### src/rtl/noise_ctrl.sv
// Control plane for the noise channel: frame-sequencer step, length counter,
// envelope step timing and the OFF/START/ON channel FSM with restart pulse.
module noise_ctrl #(
  parameter int RESTART_CYCLES = 3
) (
  input  logic       dova_phi,
  input  logic       napu_reset,
  input  logic       fs_tick,
  input  logic       wr_nr41,
  input  logic       wr_nr42,
  input  logic       wr_nr44,
  input  logic [7:0] d_in,
  output logic       ch4_restart,
  output logic       ch4_eg_tick,
  output logic       ch4_active,
  output logic [6:0] len_cnt,
  output logic [2:0] fs_step
);

  typedef enum logic [1:0] {ST_OFF, ST_START, ST_ON} state_t;

  localparam logic [2:0] RS_LOAD = 3'(RESTART_CYCLES);

  state_t     state_q, state_d;
  logic [2:0] rs_cnt_q, rs_cnt_d;
  logic [2:0] fs_step_q, fs_step_d;
  logic [6:0] len_cnt_q, len_cnt_d;
  logic       len_en_q, len_en_d;
  logic       dac_on_q, dac_on_d;
  logic [2:0] env_per_q, env_per_d;
  logic [2:0] env_cnt_q, env_cnt_d;
  logic       restart_q, restart_d;
  logic       active_q, active_d;
  logic       eg_tick_q, eg_tick_d;

  logic       step_odd, len_clk, env_clk, trig, dac_kill;
  logic       len_dec, len_expire;
  logic [6:0] len_after;

  always_comb begin
    step_odd   = fs_step_q[0];
    // Both sequencer clocks are swallowed while the datapath is being restarted
    len_clk    = fs_tick & ~step_odd & ~restart_q;
    env_clk    = fs_tick & (fs_step_q == 3'd7) & ~restart_q;
    trig       = wr_nr44 & d_in[7];
    dac_kill   = wr_nr42 & (d_in[7:3] == 5'd0);
    len_dec    = (len_cnt_q != 7'd0) &
                 ((len_clk & len_en_q) | (wr_nr44 & ~len_en_q & d_in[6] & step_odd));
    len_after  = len_cnt_q - 7'(len_dec);
    len_expire = len_dec & (len_after == 7'd0) & ~wr_nr41 & ~trig;

    fs_step_d  = fs_tick ? fs_step_q + 3'd1 : fs_step_q;
    len_en_d   = wr_nr44 ? d_in[6] : len_en_q;
    dac_on_d   = wr_nr42 ? (d_in[7:3] != 5'd0) : dac_on_q;
    env_per_d  = wr_nr42 ? d_in[2:0] : env_per_q;

    // A length write overrides any clocking that lands in the same cycle
    if (wr_nr41) begin
      len_cnt_d = 7'd64 - {1'b0, d_in[5:0]};
    end else if (trig && (len_after == 7'd0)) begin
      len_cnt_d = (d_in[6] && step_odd) ? 7'd63 : 7'd64;
    end else begin
      len_cnt_d = len_after;
    end

    env_cnt_d = env_cnt_q;
    eg_tick_d = 1'b0;
    if (trig) begin
      env_cnt_d = env_per_q;
    end else if (env_clk && active_q && (env_per_q != 3'd0)) begin
      if (env_cnt_q == 3'd1) begin
        env_cnt_d = env_per_q;
        eg_tick_d = 1'b1;
      end else begin
        env_cnt_d = env_cnt_q - 3'd1;
      end
    end

    state_d  = state_q;
    rs_cnt_d = rs_cnt_q;
    if (state_q == ST_START) begin
      if (rs_cnt_q == 3'd1) begin
        state_d  = ST_ON;
        rs_cnt_d = 3'd0;
      end else begin
        rs_cnt_d = rs_cnt_q - 3'd1;
      end
    end
    if (len_expire) begin
      state_d  = ST_OFF;
      rs_cnt_d = 3'd0;
    end
    if (trig && dac_on_q) begin
      state_d  = ST_START;
      rs_cnt_d = RS_LOAD;
    end
    if (dac_kill) begin
      state_d  = ST_OFF;
      rs_cnt_d = 3'd0;
    end

    restart_d = (state_d == ST_START);
    active_d  = (state_d != ST_OFF);
  end

  always_ff @(posedge dova_phi) begin
    if (!napu_reset) begin
      state_q   <= ST_OFF;
      rs_cnt_q  <= 3'd0;
      fs_step_q <= 3'd0;
      len_cnt_q <= 7'd0;
      len_en_q  <= 1'b0;
      dac_on_q  <= 1'b0;
      env_per_q <= 3'd0;
      env_cnt_q <= 3'd0;
      restart_q <= 1'b0;
      active_q  <= 1'b0;
      eg_tick_q <= 1'b0;
    end else begin
      state_q   <= state_d;
      rs_cnt_q  <= rs_cnt_d;
      fs_step_q <= fs_step_d;
      len_cnt_q <= len_cnt_d;
      len_en_q  <= len_en_d;
      dac_on_q  <= dac_on_d;
      env_per_q <= env_per_d;
      env_cnt_q <= env_cnt_d;
      restart_q <= restart_d;
      active_q  <= active_d;
      eg_tick_q <= eg_tick_d;
    end
  end

  assign ch4_restart = restart_q;
  assign ch4_eg_tick = eg_tick_q;
  assign ch4_active  = active_q;
  assign len_cnt     = len_cnt_q;
  assign fs_step     = fs_step_q;

endmodule

### config.mk
export PLATFORM = sky130hd
export DESIGN_NAME = noise_ctrl
export DESIGN_NICKNAME = d
export VERILOG_FILES = /design/src/rtl/noise_ctrl.sv
export SDC_FILE = /design/constraint.sdc
export NUM_CORES = 1
export LEC_CHECK = 0
export ABC_CLOCK_PERIOD_IN_PS = 3000
export CORE_MARGIN = 8
export CORE_UTILIZATION = 51
export CTS_BUF_LIST = sky130_fd_sc_hd__clkbuf_16
export DETAILED_ROUTE_END_ITERATION = 12
export PLACE_DENSITY = 0.78
export RECOVER_POWER = 100
export SLEW_MARGIN = 20
export SYNTH_ARGS = -nofsm -noshare
export SYNTH_HDL_FRONTEND = slang
export SYNTH_SLANG_ARGS = --single-unit
### constraint.sdc
create_clock -name dova_phi -period 3 [get_ports dova_phi]
set_clock_uncertainty 0.15 [all_clocks]
set_input_delay 0.45 -clock dova_phi [delete_from_list [all_inputs] [get_ports dova_phi]]
set_output_delay 0.45 -clock dova_phi [all_outputs]
set_load 0.03 [all_outputs]
**Word level (Yosys, flattened, before mapping)**

Index checks and enable logic that the tools add are counted.

- Word-level logic and storage cells: 76
- Flip-flop bits (word level): 26
- Memory bits (read-only): 0
- Latch bits: 0
- Bits in writable memories: 0
- Memories: 0

- Reduce and logical (&&, ||, !) cells: 16
- Divide/modulo/power cells: 0
- Shifts and indexed selects: 0
- Bitwise gates (word level): 22
- Magnitude comparators: 0
- Multiply operators: 0
- Mux-type cells: 16
- Add/sub/neg operators: 5
- Equality and inequality tests: 5

Operators by type and width:

| cell | count |
|---|---|
| $mux 7 | 3 |
| $mux 2 | 8 |
| $and 1x1->1 | 14 |
| $mux 3 | 4 |
| $logic_not 7->1 | 1 |
| $not 1->1 | 7 |
| $reduce_bool 7->1 | 1 |
| $sub 7x1->7 | 1 |
| $sub 7x6->7 const A | 1 |
| $eq 3x1->1 const B | 2 |
| $reduce_bool 3->1 | 2 |
| $sub 3x1->3 const B | 2 |
| $logic_and 1x1->1 | 5 |
| $logic_not 5->1 | 1 |
| $reduce_bool 5->1 | 1 |
| $eq 2x1->1 const B | 2 |
| $reduce_bool 2->1 | 2 |
| $reduce_or 4->1 | 1 |
| $add 3x1->3 const B | 1 |
| $eq 3x3->1 const B | 1 |
| $reduce_or 3->1 | 1 |
| $reduce_or 2->1 | 1 |
| $mux 1 | 1 |
| $or 1x1->1 | 1 |

**Depth between registers and ports, before layout**

Gate-level depths: netlist of the first run.

- Depth after elaboration: 15
- Depth in mapped cells: 9
- Depth with buffers taken out: 9

**Least setup slack after synthesis of the first run**

No wires, ideal clock.

- Kind: flip-flop to flip-flop
- Start point: reg len_cnt_q[3] (netlist: len_cnt[3])
- End point: reg len_cnt_q[6] (netlist: len_cnt[6])
- Cell stages (with the launch flop): 10
- Data arrival time: 2.330 ns
- Data required time: 2.735 ns
- Slack: 0.406 ns
- Period minus slack after synthesis: 2.594 ns
- Library setup time: 0.115 ns
- Cell sequence: dfxtp_1 > nor3_2 > a22oi_1 > ha_1 > ha_1 > xnor2_1 > and4b_1 > and2_1 > a41o_1 > o21a_1

- Word-level cells in the longest chain between the ends: 7

Ends and longest elaborated chain:

| item | RTL line | RTL |
|---|---|---|
| start: declaration | 27 | `logic [6:0] len_cnt_q, len_cnt_d;` |
| start signal: assignment | 123 | `len_cnt_q <= len_cnt_d;` |
| $reduce_bool 7->1 | 47 | `len_dec = (len_cnt_q != 7'd0) &` |
| $and 1x1->1 | 47 |  |
| $sub 7x1->7 (*) | 49 | `len_after = len_cnt_q - 7'(len_dec);` |
| $logic_not 7->1 | 60 | `end else if (trig && (len_after == 7'd0)) begin` |
| $logic_and 1x1->1 | 60 |  |
| $mux 7 (*) | 60 |  |
| $mux 7 (*) | 58 | `if (wr_nr41) begin` |

Every way passes the cells marked *; elsewhere a longest branch is shown, timed or not.
A chain may end at the register's enable or synchronous reset.

**Final worst setup path of the first run**

- Start point: in wr_nr44
- End point: reg len_cnt_q[3] (netlist: len_cnt[3])

- Word-level cells in the longest chain between the ends: 10
- Elaborated cells on any way between the ends: 11

Ends and longest elaborated chain:

| item | RTL line | RTL |
|---|---|---|
| start: declaration | 11 | `input logic wr_nr44,` |
| $and 1x1->1 (3 in a row) | 48 | `((len_clk & len_en_q) \| (wr_nr44 & ~len_en_q & d_in[6] & step_odd));` |
| $or 1x1->1 | 48 |  |
| $and 1x1->1 | 47 |  |
| $sub 7x1->7 | 49 |  |
| $logic_not 7->1 | 60 |  |
| $logic_and 1x1->1 | 60 |  |
| $mux 7 (*) | 60 |  |
| $mux 7 (*) | 58 |  |

Marked as above.

==> results of run 1 <==
-- worst max-delay path, delay by kind of cell --
family | cells | cell delay (ns)
buffers and inverters | 1 | 0.49
xor gates and xnor gates | 1 | 0.16
adders and majority gates | 2 | 0.46
AOI/OAI and AO/OA | 3 | 0.73
and+or+nand+nor | 3 | 0.57
-- logic make-up after synthesis --
kind of cell    Yosys count  share of synthesized area
flops                    26                      0.360
xor+xnor                 10                     0.0605
mux                       6                     0.0415
simple gates             61                      0.226
compound gates           42                      0.196
fa+ha+maj                 9                     0.0778
buf+inv                  15                     0.0389
-- synth_stat cells --
| cell | n | area, sq um |
|---|---|---|
| sky130_fd_sc_hd__o31a_1 | 1 | 8.76 |
| sky130_fd_sc_hd__nor2_1 | 17 | 63.8 |
| sky130_fd_sc_hd__a21boi_0 | 1 | 7.51 |
| sky130_fd_sc_hd__nor2b_1 | 3 | 18.8 |
| sky130_fd_sc_hd__and3_1 | 1 | 6.26 |
| sky130_fd_sc_hd__buf_1 | 1 | 3.75 |
| sky130_fd_sc_hd__a211oi_2 | 2 | 25.0 |
| sky130_fd_sc_hd__nor3_2 | 1 | 10.0 |
| sky130_fd_sc_hd__a22o_1 | 1 | 8.76 |
| sky130_fd_sc_hd__nor4_1 | 1 | 6.26 |
| sky130_fd_sc_hd__nand4_1 | 1 | 6.26 |
| sky130_fd_sc_hd__nor3_1 | 6 | 30.0 |
| sky130_fd_sc_hd__a31oi_1 | 5 | 31.3 |
| sky130_fd_sc_hd__clkbuf_1 | 3 | 11.3 |
| sky130_fd_sc_hd__mux2i_1 | 6 | 60.1 |
| sky130_fd_sc_hd__o21ai_1 | 2 | 10.0 |
| sky130_fd_sc_hd__inv_1 | 10 | 37.5 |
| sky130_fd_sc_hd__a221oi_1 | 4 | 35.0 |
| sky130_fd_sc_hd__o21a_1 | 4 | 30.0 |
| sky130_fd_sc_hd__o21ai_0 | 10 | 50.1 |
| sky130_fd_sc_hd__and4b_1 | 1 | 10.0 |
| sky130_fd_sc_hd__a22oi_1 | 2 | 15.0 |
| sky130_fd_sc_hd__or2_2 | 1 | 6.26 |
| sky130_fd_sc_hd__a21oi_1 | 7 | 35.0 |
| sky130_fd_sc_hd__clkinv_1 | 1 | 3.75 |
| sky130_fd_sc_hd__xnor2_1 | 7 | 61.3 |
| sky130_fd_sc_hd__nand4bb_1 | 2 | 22.5 |
| sky130_fd_sc_hd__nor3b_1 | 2 | 15.0 |
| sky130_fd_sc_hd__o211ai_1 | 1 | 7.51 |
| sky130_fd_sc_hd__and2_1 | 2 | 12.5 |
| sky130_fd_sc_hd__nand2_1 | 14 | 52.6 |
| sky130_fd_sc_hd__nand2b_1 | 2 | 12.5 |
| sky130_fd_sc_hd__dfxtp_1 | 26 | 521 |
| sky130_fd_sc_hd__nand3b_1 | 3 | 22.5 |
| sky130_fd_sc_hd__nand4b_1 | 2 | 17.5 |
| sky130_fd_sc_hd__o311a_1 | 1 | 10.0 |
| sky130_fd_sc_hd__nand3_1 | 1 | 5.00 |
| sky130_fd_sc_hd__a41o_1 | 1 | 10.0 |
| sky130_fd_sc_hd__and4_1 | 1 | 8.76 |
| sky130_fd_sc_hd__xor2_1 | 3 | 26.3 |
| sky130_fd_sc_hd__ha_1 | 9 | 113 |
-- cell type report --
type | count | area share
tap | 31 | 0.0205
timing repair buffer | 33 | 0.164
inverter | 11 | 0.0219
clock inverter | 1 | 0.0159
multi-input combinational | 128 | 0.463
clock buffer | 3 | 0.0398
sequential | 26 | 0.276
-- worst max path at each step --
stage / slack, ns / endpoint / cells after the start / from
2_1_floorplan: 0.41 / len_cnt[6] / 9 / len_cnt[3]
3_3_place_gp: 0.02 / len_cnt[3] / 10 / wr_nr44
3_5_place_dp: -0.12 / len_cnt[3] / 10 / d_in[6]
4_1_cts: 0.13 / len_cnt[3] / 10 / d_in[6]
5_1_grt: -0.02 / len_cnt[3] / 10 / d_in[6]
6_report: 0.15 / len_cnt[3] / 10 / wr_nr44
-- sequential cells by signal, indices dropped and copies added (netlist names) --
name,flops
len_en_q,1
rs_cnt_q,3
state_q,2
ch4_eg_tick,1
ch4_restart,1
env_cnt_q,3
ch4_active,1
fs_step,3
len_cnt,7
env_per_q,3
dac_on_q,1
-- per-stage QoR --
step	util	worst slack [ns]	power (mW)	instances	setup TNS [ns]
2_1_floorplan	-	0.406	0.533	169	0
3_3_place_gp	0.653	0.0198	0.613	229	0
3_5_place_dp	0.653	-0.118	0.620	229	-0.372
4_1_cts	0.691	0.128	1.00	233	0
5_1_grt	0.691	-0.0211	1.04	233	-0.0421
6_report	0.691	0.154	0.994	233	0
-- metal layers --
layer  up-vias  global-route usage  part of all wire
met3        13              0.0415             0.059
li1        675                   -                 -
met5         -                   0                 0
met1       632               0.157              0.39
met4         0              0.0888             0.035
met2        42               0.263              0.52
-- what timing repair did --
item,in CTS,in global routing
resized for setup,0,1
buffers inserted,0,0
setup endpoints to repair,0,2
hold buffers,0,0
-- cells in the final DEF, fill, tap and decap left out, types with 3 or more instances in the layout --
master	n
sky130_fd_sc_hd__inv_1	10
sky130_fd_sc_hd__nor3_1	6
sky130_fd_sc_hd__nor2b_1	3
sky130_fd_sc_hd__ha_1	8
sky130_fd_sc_hd__xor2_1	3
sky130_fd_sc_hd__dfxtp_1	26
sky130_fd_sc_hd__a221oi_1	4
sky130_fd_sc_hd__xnor2_1	7
sky130_fd_sc_hd__dlygate4sd3_1	13
sky130_fd_sc_hd__a31oi_1	5
sky130_fd_sc_hd__o21a_1	4
sky130_fd_sc_hd__o21ai_0	10
sky130_fd_sc_hd__mux2i_1	6
sky130_fd_sc_hd__nand2_1	14
sky130_fd_sc_hd__nand3b_1	3
sky130_fd_sc_hd__clkdlybuf4s50_1	13
sky130_fd_sc_hd__nor2_1	17
sky130_fd_sc_hd__buf_4	6
sky130_fd_sc_hd__clkbuf_16	3
sky130_fd_sc_hd__a21oi_1	7
-- power by group --
group	leakage (nW)	internal, mW	switching, mW
Clock	0.0511	0.265	0.119
Combinational	0.501	0.0990	0.118
Sequential	0.214	0.369	0.0242
Total	0.766	0.733	0.261
==> results_tabular.tex, run 1 <==
\begin{tabular}{lr}
\hline
Metric & Value \\
\hline
\multicolumn{2}{l}{\textbf{Hold path}} \\
\quad Hold Path Stages & 2 \\
\quad Hold-critical path endpoint & state\_q[0] \\
\quad Class of the most critical hold timing path & reg2reg \\
\quad Min-delay src & dac\_on\_q \\
\multicolumn{2}{l}{\textbf{CTS}} \\
\quad Clock H-tree levels & 1 \\
\quad Cell at the root of the clock tree & sky130\_fd\_sc\_hd\_\_clkbuf\_16 \\
\quad Number of buffers added by the clock tree synthesis step & 3 \\
\quad Skew-Pair Late Insertion Delay & roughly 0.26 ns \\
\quad Sinks on Clock Net & 26 \\
\quad Clock input transition at the sequential cells of the worst setup and hold paths & around 0.070 ns \\
\quad Number of buffers on the longest clock path & 2 \\
\quad Clock tree from TritonCTS & yes \\
\multicolumn{2}{l}{\textbf{Layout}} \\
\quad Layout overhead on the synthesized area & 30.4\% \\
\quad Final Net Count & roughly 230 \\
\quad Final non-filler cell area & around 1900 sq um \\
\quad Sequential Area & 520 sq um \\
\quad Multi-input gate area & $\sim$870 sq um \\
\quad Number of fill cells in the layout & 222 \\
\quad Inserted Diodes & 0 \\
\quad Proportion of layout cells with a drive suffix above 1 & 0.0743 \\
\multicolumn{2}{l}{\textbf{Floorplanning}} \\
\quad \# IOs & 27 \\
\quad Number of standard-cell rows in the floorplan & 19 \\
\quad Area of the die & $\sim$4800 sq um \\
\quad Core area & between 2000 and 3000 sq um \\
\quad Die Width & 69.3 um \\
\quad Floorplan die height & between 60 and 70 um \\
\quad Initial cell density of the core & 0.530 \\
\multicolumn{2}{l}{\textbf{Setup path}} \\
\quad CP cell instances & clkdlybuf4s50\_1 > nand4b\_1 > a22oi\_1 > ha\_2 > ha\_1 > xnor2\_1 > and4b\_1 > and2\_1 > a31oi\_1 > a221oi\_1 \\
\quad Cell with the largest stage delay on the worst path & sky130\_fd\_sc\_hd\_\_clkdlybuf4s50\_1 \\
\quad Slack of the worst reg-to-reg path & between 0.3 and 0.4 ns \\
\quad Data arrival time of the critical path & roughly 2.9 ns \\
\quad Data required time of the critical path & $\sim$3.0 ns \\
\quad Critical path endpoint category & flop \\
\quad Largest stage delay on the critical path & a little under 0.5 ns \\
\quad Critical path launch point type & input pin \\
\quad Critical path start-end classification & in2reg \\
\quad FF-to-FF Start & fs\_step[0] \\
\quad Endpoint of the most critical register-to-register path & len\_cnt[3] \\
\quad Depth of the worst register-to-register path & 9 \\
\quad Largest driver fanout on the critical path & 4 \\
\multicolumn{2}{l}{\textbf{GRT}} \\
\quad Number of antenna violations at the first check in global routing & 0 \\
\quad Wire length of the first global-routing pass & about 6200 um \\
\quad GRT Residual Overflow & 0 \\
\quad Number of global-route vias before repair & 1387 \\
\quad Largest net degree at the start of global routing & 18 \\
\quad Overall routing resource usage & 0.151 \\
\multicolumn{2}{l}{\textbf{Synthesis}} \\
\quad \#FFs+latches synth & 26 \\
\quad Mapped cell area & around 1400 sq um \\
\quad Post-synthesis average cell area & $\sim$8.6 sq um \\
\quad Gate count after technology mapping & approximately 170 \\
\quad Warnings, synthesis & 0 \\
\quad Share of the yosys chip area belonging to registers & 0.360 \\
\quad Net count after synthesis & between 150 and 200 \\
\quad Unique cell type count in the Yosys netlist & 41 \\
\multicolumn{2}{l}{\textbf{Timing}} \\
\quad Transition time at the pin with the least slew margin & $\sim$0.38 ns \\
\quad Final setup violation count & 0 \\
\quad Final count of hold timing violations & 0 \\
\quad Shortest period the worst path allows & 2.85 ns \\
\quad Ratio of final minimum period to clock period & 0.949 \\
\quad Maximum clock frequency & $\sim$350 MHz \\
\quad Headroom to the max-slew limit & 0.745 \\
\quad Final Slew Violations & 0 \\
\quad RSZ-0062 raised after global routing & yes \\
\quad Worst hold slack & 0.326 ns \\
\multicolumn{2}{l}{\textbf{Power and ir drop}} \\
\quad Static leakage power & between 0.7 and 0.8 nW \\
\quad VDD IR-drop max & $\sim$0.00043 V \\
\quad PwrDens & between 500 and 600 nW/um\^{}2 \\
\multicolumn{2}{l}{\textbf{Route}} \\
\quad Vias after detailed routing & roughly 1400 \\
\quad Post-detailed-route via-to-cell ratio & $\sim$6 \\
\quad Wirelength, routed & 3510 um \\
\quad Number of design-rule violations left by the first detailed-router iteration & 63 \\
\quad Remaining number of nets flagged by the antenna check after routing & 0 \\
\quad First-pass DRT Iterations & 4 \\
\quad Residual DRC & 0 \\
\quad Average detailed-routed wire length per instance & 15.0 um \\
\multicolumn{2}{l}{\textbf{Placed design}} \\
\quad Post-placement cell area & between 1500 and 2000 sq um \\
\quad Count of input and output buffers & 26 \\
\quad Half-perimeter wire length of the detailed placement result & $\sim$2800 um \\
\quad Final GP Congestion & just over 0.9 \\
\multicolumn{2}{l}{\textbf{Run status}} \\
\quad Result of the run & complete, no violations \\
\multicolumn{2}{l}{\textbf{Run}} \\
\quad Maximum capacitance violations & 0 \\
\hline
\end{tabular}
(Power assumes the default switching activity.)
==> inputs of run 2 (changes only) <==
--- a/config.mk
+++ b/config.mk
@@ -7,11 +7,11 @@
 export LEC_CHECK = 0
 export ABC_CLOCK_PERIOD_IN_PS = 3000
 export CORE_MARGIN = 8
-export CORE_UTILIZATION = 51
+export CORE_UTILIZATION = 36
 export CTS_BUF_LIST = sky130_fd_sc_hd__clkbuf_16
 export DETAILED_ROUTE_END_ITERATION = 12
-export PLACE_DENSITY = 0.78
 export RECOVER_POWER = 100
+export SKIP_LAST_GASP = 1
 export SLEW_MARGIN = 20
 export SYNTH_ARGS = -nofsm -noshare
 export SYNTH_HDL_FRONTEND = slang
==> run 2 against run 1 <==
Net effect:
- flip-flop and latch count stayed put
- utilization shrank 21 points
- setup slack better by 0.036 ns
- final area rose by 0.86%
- via count decreased by 1.0%
- hold slack better by 0.012 ns
- sequential share of layout area shrank 0.24 points
- largest cell class unchanged
- highest routed layer unchanged
==> results_tabular.tex, run 2 (same netlist as run 1, synthesis figures left out) <==
\begin{tabular}{lr}
\hline
Metric & Value \\
\hline
\multicolumn{2}{l}{\textbf{Floorplanning}} \\
\quad Floorplan die height & 79.4 um (+15\%) \\
\quad Number of standard-cell rows in the floorplan & 23 (+4) \\
\quad Core area & 3940 sq um (+44\%) \\
\quad Area of the die & 6310 sq um (+31\%) \\
\quad Die Width & 79.4 um (+15\%) \\
\quad Initial cell density of the core & 0.367 (-0.162) \\
\quad \# IOs & 27 (unchanged) \\
\multicolumn{2}{l}{\textbf{Placed design}} \\
\quad Half-perimeter wire length of the detailed placement result & 2960 um (+6.7\%) \\
\quad Post-placement cell area & 1820 sq um (+2.2\%) \\
\quad DP Cell Count & 250 (+9.2\%) \\
\quad Final GP Congestion & 0.858 (-6.2\%) \\
\quad Setup slack after placement & -0.154 ns (-0.0358 ns) \\
\quad Count of input and output buffers & 26 (unchanged) \\
\multicolumn{2}{l}{\textbf{Route}} \\
\quad First-pass DRT Iterations & 4 (unchanged) \\
\quad Number of design-rule violations left by the first detailed-router iteration & 74 (+17\%) \\
\quad Residual DRC & 0 (unchanged) \\
\quad Average detailed-routed wire length per instance & 14.8 um (-1.8\%) \\
\quad Remaining number of nets flagged by the antenna check after routing & 0 (unchanged) \\
\quad Wirelength, routed & 3740 um (+6.6\%) \\
\quad Vias after detailed routing & 1348 (-1.0\%) \\
\quad Post-detailed-route via-to-cell ratio & 5.33 (-8.9\%) \\
\multicolumn{2}{l}{\textbf{GRT}} \\
\quad Number of global-route vias before repair & 1384 (-0.22\%) \\
\quad GRT Residual Overflow & 0 (unchanged) \\
\quad Overall routing resource usage & 0.119 (-0.0318) \\
\quad Number of antenna violations at the first check in global routing & 0 (unchanged) \\
\quad Wire length of the first global-routing pass & 6160 um (-0.11\%) \\
\quad Largest net degree at the start of global routing & 18 (unchanged) \\
\multicolumn{2}{l}{\textbf{Layout}} \\
\quad Proportion of layout cells with a drive suffix above 1 & 0.0788 (+0.00456) \\
\quad Number of fill cells in the layout & 378 (+70\%) \\
\quad Most common cell after layout, fill and taps aside & sky130\_fd\_sc\_hd\_\_dfxtp\_1 \\
\quad Final Net Count & 228 (+0.88\%) \\
\quad Inserted Diodes & 0 (unchanged) \\
\quad Final non-filler cell area & 1900 sq um (+0.86\%) \\
\quad End-of-flow core utilization & 0.483 (-0.208) \\
\quad Layout overhead on the synthesized area & 31.5\% \\
\quad Largest register FFs & 7 (unchanged) \\
\quad Highest-count cells in the layout ignoring fill and taps & sky130\_fd\_sc\_hd\_\_dfxtp\_1, sky130\_fd\_sc\_hd\_\_nor2\_1, sky130\_fd\_sc\_hd\_\_nand2\_1, sky130\_fd\_sc\_hd\_\_dlygate4sd3\_1 \\
\quad Non-filler cells, final & 253 (+8.6\%) \\
\multicolumn{2}{l}{\textbf{Timing}} \\
\quad Ratio of final minimum period to clock period & 0.937 (-0.0120) \\
\quad Sum Neg Setup Slack & 0 ns (unchanged) \\
\quad Worst hold slack & 0.338 ns (+0.0115 ns) \\
\quad PnR worst setup slack & 0.190 ns (+0.0360 ns) \\
\quad Transition time at the pin with the least slew margin & 0.889 ns (+0.511 ns) \\
\quad Maximum clock frequency & 356 MHz (+1.3\%) \\
\quad Final Slew Violations & 0 (unchanged) \\
\quad RSZ-0062 raised after global routing & no \\
\quad Final count of hold timing violations & 0 (unchanged) \\
\quad Headroom to the max-slew limit & 0.407 (-0.338) \\
\quad Shortest period the worst path allows & 2.81 ns (-0.0360 ns) \\
\quad Final setup violation count & 0 (unchanged) \\
\multicolumn{2}{l}{\textbf{CTS}} \\
\quad Skew-Pair Late Insertion Delay & 0.26 ns (about the same) \\
\quad Cell at the root of the clock tree & sky130\_fd\_sc\_hd\_\_clkbuf\_16 \\
\quad Number of buffers added by the clock tree synthesis step & 3 (unchanged) \\
\quad Clock H-tree levels & 1 (unchanged) \\
\quad Clock tree from TritonCTS & yes \\
\quad Sinks on Clock Net & 26 (unchanged) \\
\quad Clock input transition at the sequential cells of the worst setup and hold paths & 0.06 ns (about the same) \\
\quad Hold bufs inserted after CTS & 0 (unchanged) \\
\quad Number of buffers on the longest clock path & 2 (unchanged) \\
\multicolumn{2}{l}{\textbf{Power and ir drop}} \\
\quad Overall Power & 0.909 mW (-8.6\%) \\
\quad PwrDens & 477 nW/um\^{}2 (-9.4\%) \\
\quad VDD IR-drop max & 0.000198 V (-54\%) \\
\quad Static leakage power & 0.776 nW (+1.3\%) \\
\multicolumn{2}{l}{\textbf{Setup path}} \\
\quad Buffers plus inverters on the worst setup path & 2 (+1) \\
\quad Critical path start-end classification & in2reg \\
\quad Cell with the largest stage delay on the worst path & sky130\_fd\_sc\_hd\_\_clkdlybuf4s50\_1 \\
\quad Largest driver fanout on the critical path & 4 (unchanged) \\
\quad Data required time of the critical path & 2.94 ns (-0.07 ns) \\
\quad Critical path endpoint category & flop \\
\quad CP cell instances & clkdlybuf4s50\_1 > nand4b\_1 > a22oi\_1 > ha\_1 > buf\_4 > nor3b\_1 > xnor2\_1 > and2\_1 > a31oi\_1 > a221oi\_1 \\
\quad Family of cells with the greatest summed delay on the critical path & compound AO/OA/AOI/OAI gates \\
\quad Critical path launch point type & input pin \\
\quad Data arrival time of the critical path & 2.75 ns (-0.11 ns) \\
\quad Largest stage delay on the critical path & 0.49 ns (about the same) \\
\multicolumn{2}{l}{\textbf{Run}} \\
\quad Maximum capacitance violations & 0 (unchanged) \\
\multicolumn{2}{l}{\textbf{Run status}} \\
\quad Result of the run & complete, no violations \\
\multicolumn{2}{l}{\textbf{Hold path}} \\
\quad Class of the most critical hold timing path & reg2reg \\
\hline
\end{tabular}
## run 2: power breakdown
group          switching, mW  internal (mW)
Clock                  0.114          0.176
Combinational          0.123          0.102
Sequential            0.0252          0.369
Total                  0.261          0.648
## run 2: final timing paths
check	from	end	slack, ns	depth (start not counted)
max	d_in[6]	len_cnt[3]	0.19	10
min	dac_on_q	state_q[0]	0.34	2
max reg2reg	len_cnt[1]	len_cnt[3]	0.26	9
min reg2reg	dac_on_q	state_q[0]	0.34	2
## run 2: timing repair
item / 4_1_cts / 5_1_grt
gates resized for setup: 0 / 3
setup endpoints to repair: 0 / 11
buffers inserted: 0 / 0
## run 2: per-layer routing
metal / vias to the layer above / GRT usage / routed length [um]
li1: 677 / - / -
met1: 647 / 0.131 / 1670
met2: 20 / 0.220 / 1880
met3: 4 / 0.0248 / 156
met4: 0 / 0.0370 / 35
met5: - / 0 / 0
## run 2: final cells by class
class                           count  area, sq um  area share
Clock buffer                        3         75.1      0.0394
Inverter                           11         41.3      0.0217
Tap cell                           50         62.6      0.0329
Timing Repair Buffer               35          323       0.170
Sequential cell                    26          520       0.273
Multi-Input combinational cell    128          882       0.463
## run 2: tightest hold or removal path: stages, from the launching register on
cell                      delay (ns)
sky130_fd_sc_hd__dfxtp_1        0.32
sky130_fd_sc_hd__nand2_1        0.06
sky130_fd_sc_hd__a21oi_1        0.06
==> inputs of run 3 (changes only) <==
--- a/config.mk
+++ b/config.mk
@@ -6,11 +6,13 @@
 export NUM_CORES = 1
 export LEC_CHECK = 0
 export ABC_CLOCK_PERIOD_IN_PS = 3000
+export CAP_MARGIN = 20
 export CORE_MARGIN = 8
 export CORE_UTILIZATION = 36
 export CTS_BUF_LIST = sky130_fd_sc_hd__clkbuf_16
 export DETAILED_ROUTE_END_ITERATION = 12
 export RECOVER_POWER = 100
+export SETUP_SLACK_MARGIN = 0.2
 export SKIP_LAST_GASP = 1
 export SLEW_MARGIN = 20
 export SYNTH_ARGS = -nofsm -noshare
==> run 3 against run 2 <==
Net effect:
- setup slack improved by 0.012 ns
- critical path depth did not move
- flip-flop and latch count stayed put
- die area did not move
- clock-buffer cell count unchanged
- critical path type unchanged
==> results_tabular.tex, run 3 (same netlist as run 1, synthesis figures left out) <==
\begin{tabular}{lr}
\hline
Metric & Value \\
\hline
\multicolumn{2}{l}{\textbf{Run status}} \\
\quad Result of the run & complete, no violations \\
\multicolumn{2}{l}{\textbf{Setup path}} \\
\quad Slack of the worst reg-to-reg path & 0.43 ns (+0.17 ns) \\
\quad Critical path launch point type & input pin \\
\quad Endpoint of the most critical setup path & len\_cnt[6] \\
\quad Endpoint of the most critical register-to-register path & len\_cnt[3] \\
\quad Data arrival time of the critical path & 2.80 ns (+0.05 ns) \\
\quad Depth of the worst register-to-register path & 9 (unchanged) \\
\quad Data required time of the critical path & 3.00 ns (+0.06 ns) \\
\quad Startpoint of the worst setup timing path & fs\_tick \\
\quad Critical path start-end classification & in2reg \\
\quad Largest driver fanout on the critical path & 3 (-1) \\
\quad FF-to-FF Start & len\_cnt[1] \\
\quad Critical path endpoint category & flop \\
\multicolumn{2}{l}{\textbf{Power and ir drop}} \\
\quad Static leakage power & 0.787 nW (+1.4\%) \\
\quad VDD IR-drop max & 0.000202 V (+2.4\%) \\
\quad PwrDens & 474 nW/um\^{}2 (-0.81\%) \\
\quad Overall Power & 0.931 mW (+2.4\%) \\
\multicolumn{2}{l}{\textbf{Route}} \\
\quad Remaining number of nets flagged by the antenna check after routing & 0 (unchanged) \\
\quad Residual DRC & 0 (unchanged) \\
\quad Vias after detailed routing & 1356 (+0.59\%) \\
\quad Post-detailed-route via-to-cell ratio & 5.32 (-0.20\%) \\
\quad Wirelength, routed & 3870 um (+3.6\%) \\
\quad Number of design-rule violations left by the first detailed-router iteration & 95 (+28\%) \\
\quad Average detailed-routed wire length per instance & 15.2 um (+2.8\%) \\
\quad First-pass DRT Iterations & 4 (unchanged) \\
\multicolumn{2}{l}{\textbf{Timing}} \\
\quad Headroom to the max-slew limit & 0.431 (+0.0237) \\
\quad Maximum clock frequency & 357 MHz (+0.43\%) \\
\quad Final setup violation count & 0 (unchanged) \\
\quad Ratio of final minimum period to clock period & 0.933 (-0.00404) \\
\quad Sum Neg Setup Slack & 0 ns (unchanged) \\
\quad Transition time at the pin with the least slew margin & 0.854 ns (-0.0355 ns) \\
\quad Shortest period the worst path allows & 2.80 ns (-0.0121 ns) \\
\quad Final Slew Violations & 0 (unchanged) \\
\quad Final count of hold timing violations & 0 (unchanged) \\
\quad RSZ-0062 raised after global routing & no \\
\multicolumn{2}{l}{\textbf{CTS}} \\
\quad Clock H-tree levels & 1 (unchanged) \\
\quad Number of buffers on the longest clock path & 2 (unchanged) \\
\quad Sinks on Clock Net & 26 (unchanged) \\
\quad Skew-Pair Late Insertion Delay & 0.25 ns (about the same) \\
\quad Hold bufs inserted after CTS & 0 (unchanged) \\
\quad Clock tree from TritonCTS & yes \\
\quad Clock input transition at the sequential cells of the worst setup and hold paths & 0.06 ns (about the same) \\
\quad Cell at the root of the clock tree & sky130\_fd\_sc\_hd\_\_clkbuf\_16 \\
\quad Number of buffers added by the clock tree synthesis step & 3 (unchanged) \\
\multicolumn{2}{l}{\textbf{GRT}} \\
\quad GRT Residual Overflow & 0 (unchanged) \\
\quad Overall routing resource usage & 0.120 (+0.00117) \\
\quad Largest net degree at the start of global routing & 18 (unchanged) \\
\quad Wire length of the first global-routing pass & 6210 um (+0.80\%) \\
\quad Number of global-route vias before repair & 1397 (+0.94\%) \\
\quad Number of antenna violations at the first check in global routing & 0 (unchanged) \\
\multicolumn{2}{l}{\textbf{Layout}} \\
\quad Final Net Count & 230 (+0.88\%) \\
\quad Largest register FFs & 7 (unchanged) \\
\quad Inserted Diodes & 0 (unchanged) \\
\quad Proportion of layout cells with a drive suffix above 1 & 0.132 (+0.0529) \\
\quad Layout overhead on the synthesized area & 35.8\% \\
\quad Non-filler cells, final & 255 (+0.79\%) \\
\quad Highest-count cells in the layout ignoring fill and taps & sky130\_fd\_sc\_hd\_\_dfxtp\_1, sky130\_fd\_sc\_hd\_\_nor2\_1, sky130\_fd\_sc\_hd\_\_dlygate4sd3\_1, sky130\_fd\_sc\_hd\_\_nand2\_1 \\
\quad Most common cell after layout, fill and taps aside & sky130\_fd\_sc\_hd\_\_dfxtp\_1 \\
\multicolumn{2}{l}{\textbf{Run}} \\
\quad Maximum capacitance violations & 0 (unchanged) \\
\multicolumn{2}{l}{\textbf{Placed design}} \\
\quad Count of input and output buffers & 26 (unchanged) \\
\quad Half-perimeter wire length of the detailed placement result & 2960 um (unchanged) \\
\quad Final GP Congestion & 0.858 (unchanged) \\
\quad DP Cell Count & 250 (unchanged) \\
\multicolumn{2}{l}{\textbf{Floorplanning}} \\
\quad Area of the die & 6310 sq um (unchanged) \\
\quad Floorplan die height & 79.4 um (unchanged) \\
\quad Core area & 3940 sq um (unchanged) \\
\quad Initial cell density of the core & 0.367 (unchanged) \\
\quad Number of standard-cell rows in the floorplan & 23 (unchanged) \\
\quad Die Width & 79.4 um (unchanged) \\
\quad \# IOs & 27 (unchanged) \\
\multicolumn{2}{l}{\textbf{Hold path}} \\
\quad Hold Path Stages & 2 (unchanged) \\
\quad Class of the most critical hold timing path & reg2reg \\
\hline
\end{tabular}
-- run 3: repair_timing --
action,4_1_cts,5_1_grt
setup buffers,1,1
pin swaps,1,6
setup endpoints to repair,13,13
gates resized for setup,3,12
-- run 3: per-layer routing --
layer | wire length [um] | GRT usage
met5 | 0 | 0
met2 | 2020 | 0.224
met3 | 158 | 0.0248
met4 | 35 | 0.0370
met1 | 1650 | 0.132
-- run 3: worst min path at each step --
stage                     startpoint         end  slack [ns]
after floorplan             dac_on_q  state_q[0]        0.29
after global placement      dac_on_q  state_q[0]        0.31
after detailed placement    dac_on_q    dac_on_q        0.32
after CTS                   dac_on_q  state_q[0]        0.33
after global routing        dac_on_q  state_q[0]        0.35
final                       dac_on_q  state_q[0]        0.34
-- run 3: metrics by stage --
stage	util	instance area [sq um]	hold WS [ns]	setup slack (ns)
3_5_place_dp	0.462	1820	0.317	-0.154
6_report	0.499	1970	0.341	0.202
5_1_grt	0.499	1970	0.354	0.0876
2_1_floorplan	-	1450	0.291	0.406
3_3_place_gp	0.462	1820	0.312	-0.0580
4_1_cts	0.484	1910	0.332	0.239
-- run 3: area by class of cell --
cell class	instances	area, sq um
Multi-Input combinational cell	128	932
Fill cell	375	1980
Timing Repair Buffer	37	334
Inverter	11	41.3
Sequential cell	26	520
Clock buffer	3	75.1
Tap cell	50	62.6
-- run 3: report_power, final --
part | leakage [nW] | internal (mW) | switching (mW)
combinational | 0.536 | 0.113 | 0.129
clock | 0.0370 | 0.177 | 0.116
sequential | 0.214 | 0.369 | 0.0272
-- run 3: critical path: stages --
cell                            delay (ns)
sky130_fd_sc_hd__dlygate4sd3_1        0.55
sky130_fd_sc_hd__nand4bb_1            0.13
sky130_fd_sc_hd__a22oi_2              0.24
sky130_fd_sc_hd__ha_2                 0.24
sky130_fd_sc_hd__buf_4                0.12
sky130_fd_sc_hd__nor2b_2              0.16
sky130_fd_sc_hd__o21ai_1              0.11
sky130_fd_sc_hd__a22o_1               0.29
sky130_fd_sc_hd__a41o_1               0.30
sky130_fd_sc_hd__o21a_1               0.20
